File: src/rtl/or_pkg.sv
// Shared reduction-mode encodings for the OR-reduce pipeline and its bench.
package or_pkg;
    typedef enum logic [1:0] {
        MODE_OR  = 2'b00,
        MODE_NOR = 2'b01,
        MODE_AND = 2'b10,
        MODE_XOR = 2'b11
    } mode_e;
endpackage

File: src/rtl/or_reduce_core.sv
// Combinational WIDTH-bit reduction, selected by mode.
module or_reduce_core
    import or_pkg::*;
#(
    parameter int WIDTH = 8
) (
    input  logic [WIDTH-1:0] data,
    input  logic [1:0]       mode,
    output logic             result
);
    always_comb begin
        result = 1'b0;
        case (mode_e'(mode))
            MODE_OR:  result = |data;
            MODE_NOR: result = ~(|data);
            MODE_AND: result = &data;
            MODE_XOR: result = ^data;
            default:  result = 1'b0;
        endcase
    end
endmodule

File: src/rtl/or_reduce_pipe.sv
// Two-stage registered reduction with a sticky hit flag and saturating hit counter.
module or_reduce_pipe
    import or_pkg::*;
#(
    parameter int WIDTH = 8,
    parameter int CNT_W = 16
) (
    input  logic             clk,
    input  logic             rst_n,
    input  logic             in_valid,
    input  logic [WIDTH-1:0] in_data,
    input  logic [1:0]       mode,
    input  logic             acc_clr,
    output logic             out_valid,
    output logic             out,
    output logic             acc_out,
    output logic [CNT_W-1:0] hit_cnt
);
    logic [WIDTH-1:0] s1_data;
    logic [1:0]       s1_mode;
    logic [1:0]       vld_pipe;
    logic             s1_valid;
    logic             red;
    logic             hit;

    assign s1_valid  = vld_pipe[0];
    assign out_valid = vld_pipe[1];

    or_reduce_core #(.WIDTH(WIDTH)) u_core (
        .data   (s1_data),
        .mode   (s1_mode),
        .result (red)
    );

    assign hit = s1_valid & red;

    always_ff @(posedge clk or negedge rst_n) begin
        if (!rst_n) begin
            s1_data  <= '0;
            s1_mode  <= MODE_OR;
            vld_pipe <= '0;
            out      <= 1'b0;
        end else begin
            vld_pipe <= {vld_pipe[0], in_valid};
            if (in_valid) begin
                s1_data <= in_data;
                s1_mode <= mode;
            end
            if (s1_valid) out <= red;
        end
    end

    // Clear takes priority over a coincident hit.
    always_ff @(posedge clk or negedge rst_n) begin
        if (!rst_n) begin
            acc_out <= 1'b0;
            hit_cnt <= '0;
        end else if (acc_clr) begin
            acc_out <= 1'b0;
            hit_cnt <= '0;
        end else if (hit) begin
            acc_out <= 1'b1;
            if (hit_cnt != {CNT_W{1'b1}}) hit_cnt <= hit_cnt + 1'b1;
        end
    end
endmodule

File: config.mk
export PLATFORM = sky130hd
export DESIGN_NAME = or_reduce_pipe
export DESIGN_NICKNAME = d
export VERILOG_FILES = /design/src/rtl/or_pkg.sv /design/src/rtl/or_reduce_core.sv /design/src/rtl/or_reduce_pipe.sv
export SDC_FILE = /design/constraint.sdc
export NUM_CORES = 1
export LEC_CHECK = 0
export ABC_AREA = 1
export CORE_ASPECT_RATIO = 1.4
export CORE_MARGIN = 2
export CORE_UTILIZATION = 56
export CTS_CLUSTER_DIAMETER = 200
export CTS_CLUSTER_SIZE = 20
export DETAILED_ROUTE_END_ITERATION = 10
export PLACE_DENSITY = 0.95
export SYNTH_ARGS = -nofsm -noshare
export SYNTH_HDL_FRONTEND = slang
export SYNTH_SLANG_ARGS = --single-unit
File: constraint.sdc
create_clock -name clk -period 3.3 [get_ports clk]
set_clock_uncertainty 0.05 [all_clocks]
set_input_delay 0.495 -clock clk [delete_from_list [all_inputs] [get_ports clk]]
set_output_delay 0.495 -clock clk [all_outputs]
set_load 0.01 [all_outputs]
Yosys cells after proc, flatten, opt, wreduce, memory -nomap -nowiden
Index checks and enable logic that the tools add are counted.
- output and inout bits: 19
- bits in registers: 30
- input port bits: 14
- $add $sub $neg: 1
- eq/ne operators: 4
- bitwise logic cells: 2
- reductions and logical operators: 7
- multiplexer cells: 6
- operators with widths (operator ; count):
    two-way mux 16 bit ; 3
    adder 16 x 1 -> 16 bit (second input constant) ; 1
    inequality test 16 bit (second input constant) ; 1
    AND reduction 8 bit ; 1
    OR reduction 8 bit ; 1
    parity 8 bit ; 1
    equality test 2 bit (second input constant) ; 2
    case mux 1 bit (4 select lines) ; 1
    nonzero test 2 bit ; 2
    equality test 2 x 1 -> 1 bit (second input constant) ; 1
    logical NOT 2 bit ; 1
    two-way mux 1 bit ; 2
    AND reduction 2 bit ; 1
    bitwise AND 1 bit ; 1
    NOT 1 bit ; 1

Longest topological paths before layout
- depth after elaboration: 6
- depth in mapped cells: 13
- gate-level depth less buffers: 12

Modules after synthesis
From an unflattened synthesis, not the netlist that was laid out.
- cells, all modules: 216
- area total of the unflattened synthesis: 1800.5 um^2
- by module, submodules not included (module ; instances ; cells an instance ; sequential area each (um^2) ; area an instance (um^2)):
    or_reduce_pipe ; 1 ; 168 ; 750.7 ; 1539.0
    or_reduce_core ; 1 ; 48 ; 0.0 ; 261.5

Least setup slack after synthesis
No wires, ideal clock.
- kind: register to register
- from: reg hit_cnt[0]
- to: reg hit_cnt[8]
- path slack: 1.575 ns
- period minus slack after synthesis: 1.725 ns
- arrival: 1.558 ns
- setup time: 0.117 ns
- required time: 3.133 ns
- cell stages (with the launch flop): 12
- path through: dfrtp_1 -> ha_1 -> nand2_2 -> nor2_4 -> nand2_4 -> nor2_4 -> nand4_2 -> nand3_2 -> nand2_4 -> buf_6 -> nand2_1 -> nand2_1
- cells in the longest elaborated chain, start to end: 4
- elaborated cells between the ends (all ways): 7
- classes of those cells: add/sub: 1; eq/ne: 1; mux: 3; reduce/logical: 2
- RTL lines (item ; line ; RTL):
    start: declaration ; or_reduce_pipe.sv:17 ; output logic [CNT_W-1:0] hit_cnt
    start signal: assignment ; or_reduce_pipe.sv:63 ; if (hit_cnt != {CNT_W{1'b1}}) hit_cnt <= hit_cnt + 1'b1;
    adder 16 x 1 -> 16 bit ; or_reduce_pipe.sv:63 ;
    two-way mux 16 bit ; or_reduce_pipe.sv:63 ;
    two-way mux 16 bit ; or_reduce_pipe.sv:61 ; end else if (hit) begin
    two-way mux 16 bit ; or_reduce_pipe.sv:58 ; end else if (acc_clr) begin
Parallel ways exist; a longest one is shown, timed or not. The select of a mux whose other input is x is not followed.
A chain may end at the register's enable or synchronous reset.

Worst setup path in the final report
- from: reg s1_data[4]
- to: reg hit_cnt[14]
- cells in the longest elaborated chain, start to end: 6
- elaborated cells between the ends (all ways): 8
- classes of those cells: mux: 1; bitwise: 2; reduce/logical: 5
- RTL lines (item ; line ; RTL):
    start: declaration ; or_reduce_pipe.sv:19 ; logic [WIDTH-1:0] s1_data;
    start signal: assignment ; or_reduce_pipe.sv:46 ; s1_data <= in_data;
    OR reduction 8 bit ; or_reduce_core.sv:14, or_reduce_core.sv:15 ;
    NOT 1 bit ; or_reduce_core.sv:15 ; MODE_NOR: result = ~(|data);
    case mux 1 bit (4 select lines) (*) ; or_reduce_core.sv:13 ; case (mode_e'(mode))
    bitwise AND 1 bit (*) ; or_reduce_pipe.sv:35 ; assign hit = s1_valid & red;
    nonzero test 2 bit (no source line) (*) ; - ;
    AND reduction 2 bit (no source line) (*) ; - ;
Every way passes the cells marked *; elsewhere a longest branch is shown, timed or not.

==> metrics.csv <==
stage,metric,value,unit
run_status,outcome,"finished, final reports clean",
yosys,Ys Warns,0,
yosys,"Distinct cells, synth",25,
pwr,Power Density,387,nW/um2
setup_path,Critical Path Start Type,register,
clock_network,CTS Sinks,30,
yosys,Avg Synthesized Cell Area,7.33,um2
global_route,grt ovf,0,
yosys,number of synthesized flops with an enable pin,0,
sta,Max-slew headroom,63.2,%
finish,number of diodes,0,
clock_network,Setup Buffers After CTS,0,
pwr,peak supply drop,0.329,mV
sta,Slew @ Worst Pin,0.550,ns
clock_network,Root Driver,clkbuf_8,
clock_network,H-tree levels,2,
die,# IOs,33,
routing,drt wl/cell,12.1,um
routing,starting DRC count in detailed routing,53,
routing,vias per cell,5.21,
routing,Detailed Route WL,3.87,mm
finish,NumNets Final,304,
yosys,"Net Count, Synth",270,
placed_design,Post-Place Setup Slack,1.08,ns
sta,RSZ-0062 raised after global routing,false,
die,FP Rows,24,
yosys,Mapped Area,1810,um2
setup_path,R2R depth,12,
setup_path,Critical Path AT,2.22,ns
finish,Area Overhead vs Synth,24.1,%
global_route,largest net degree at the start of global routing,31,
yosys,register area share after synthesis,41.5,%
global_route,GRT Resource Usage Total,24.9,%
die,Die Ht,71.3,um
yosys,Mapped Cells,247,
clock_network,post_cts resized,0,
hold_path,hold path depth,0,
global_route,vias in the first global route,1662,
die,Core Box Area,3090,um2
sta,final worst-path cycle share,61.7,%
pwr,Lkg Pwr,1.08,nW
die,width of the die,52.1,um
sta,Fin. Hold Viols,0,
setup_path,CP Capture Type,register,
global_route,initial antenna violation count,0,
sta,Final min period,2.04,ns
sta,Final WS setup,1.26,ns
setup_path,Worst EP required,3.48,ns
finish,share of post-route cells with drive strength above 1,6.03,%
placed_design,gpl congestion,0.866,
sta,setup_tns,0,ns
clock_network,CTS tree,done,
routing,vias post-DR,1674,
routing,Pre-antenna DRT Iters,4,
sta,# setup viols final,0,
clock_network,Clock Tree Buf Depth,2,
global_route,first-pass GRT wire length,6.86,mm
finish,Fillers,247,
yosys,"Top FF cell, synth",dfrtp_1,
setup_path,Crit Path Max Fanout,17,
die,Starting Density,58.5,%
routing,Final ANT Viol Nets,0,
die,total die area,3710,um2
clock_network,clock slew at reported path FFs,0.06,ns
clock_network,hold_buf cts,0,
finish,final core occ,72.7,%
flow_run,max_cap viols,0,
routing,drt drc,0,
pwr,Pwr Total,0.870,mW
setup_path,Crit Path Category,register to register,
placed_design,IO Port Bufs,32,
clock_network,CTS buffer count,5,
placed_design,DP HPWL,2.87,mm
sta,Final Max Tran Viols,0,
hold_path,Worst Hold Class,register to register,
yosys,async set-reset flop share out of synthesis,100,%
clock_network,Skew-Pair Late Insertion Delay,0.29,ns
yosys,synthesized flop and latch total,30,
sta,fmax,491,MHz
==> cells in the final DEF, fill, tap and decap left out, drive strengths merged <==
cell type / count
a21oi: 2
a31oi: 2
buf: 2
clkbuf: 7
clkdlybuf4s50: 32
clkinv: 2
dfrtp: 30
ha: 9
inv: 25
nand2: 89
nand3: 25
nand4: 2
nor2: 27
nor3: 7
nor3b: 1
o21ai: 12
o21bai: 1
xor2: 7
==> per-layer routing <==
layer,wire length [um],vias up,GRT usage (%)
li1,-,846,-
met2,2120,54,45.9
met4,93,0,12.3
met1,1440,766,25.3
met3,219,8,5.83
met5,0,-,0
==> kinds of logic (layout without fill, tap and decap cells) <==
family          after synthesis  in the layout  synth area share [%]
flops                        30             30                  41.5
xor+xnor                      7              7                  3.39
buf+inv                      33             68                  7.53
compound gates               17             17                  4.98
simple gates                151            151                  36.4
fa+ha+maj                     9              9                  6.22
==> final cells by class <==
class / instances / area, um2 / area share [%]
multi-input combinational: 184 / 923 / 41.1
inverter: 26 / 97.6 / 4.34
clock inverter: 1 / 5.00 / 0.223
timing repair buffer: 34 / 335 / 14.9
clock buffer: 7 / 86.3 / 3.84
sequential: 30 / 751 / 33.4
tap: 39 / 48.8 / 2.17
==> Yosys cell counts (2+ instances only) <==
library cell	n	area (um2)
a21oi_1	2	10.0
nor2_1	25	93.8
nand2_4	2	22.5
nand2_1	86	323
nor2_4	2	22.5
a31oi_1	2	12.5
nor3_1	7	35.0
inv_1	24	90.1
ha_1	9	113
dfrtp_1	30	751
nand3_1	24	120
xor2_1	7	61.3
clkbuf_1	4	15.0
o21ai_0	12	60.1
==> registers in the layout, summed over array words and instances (netlist names) <==
signal / cells
out: 1
s1_mode: 2
s1_data: 8
hit_cnt: 16
acc_out: 1
vld_pipe: 2
==> per-stage QoR <==
stage,area (um2),std cells,hold slack (ns)
CTS,2250,321,0.329
finish,2250,321,0.337
detailed placement,2160,313,0.315
global placement,2160,313,0.309
floorplan,1810,247,0.149
global route,2250,321,0.342
==> power by group <==
part / internal, mW / switching [mW]
clock network: 0.168 / 0.139
logic: 0.0667 / 0.0892
registers: 0.390 / 0.0176
==> final timing paths <==
kind,slack (ns),startpoint,endpoint
max,1.26,s1_data[4],hit_cnt[14]
min,0.34,vld_pipe[0],vld_pipe[1]
max reg2reg,1.26,s1_data[4],hit_cnt[14]
min reg2reg,0.34,vld_pipe[0],vld_pipe[1]
max in group asynchronous,2.35,rst_n,s1_data[0]
min in group asynchronous,0.55,rst_n,hit_cnt[2]
==> worst max-delay path: stages (launching register included) <==
cell and delay (ns):
dfrtp_1 0.36, inv_1 0.07, ha_1 0.31, inv_1 0.06, nand2_1 0.06, nand2_1 0.06, nand2_1 0.08, nand3_1 0.07
nand3_1 0.10, nand3_2 0.31, nand2_4 0.30, nand2_1 0.09, nand2_1 0.06
Note: power is estimated with default switching activity, not from simulation.
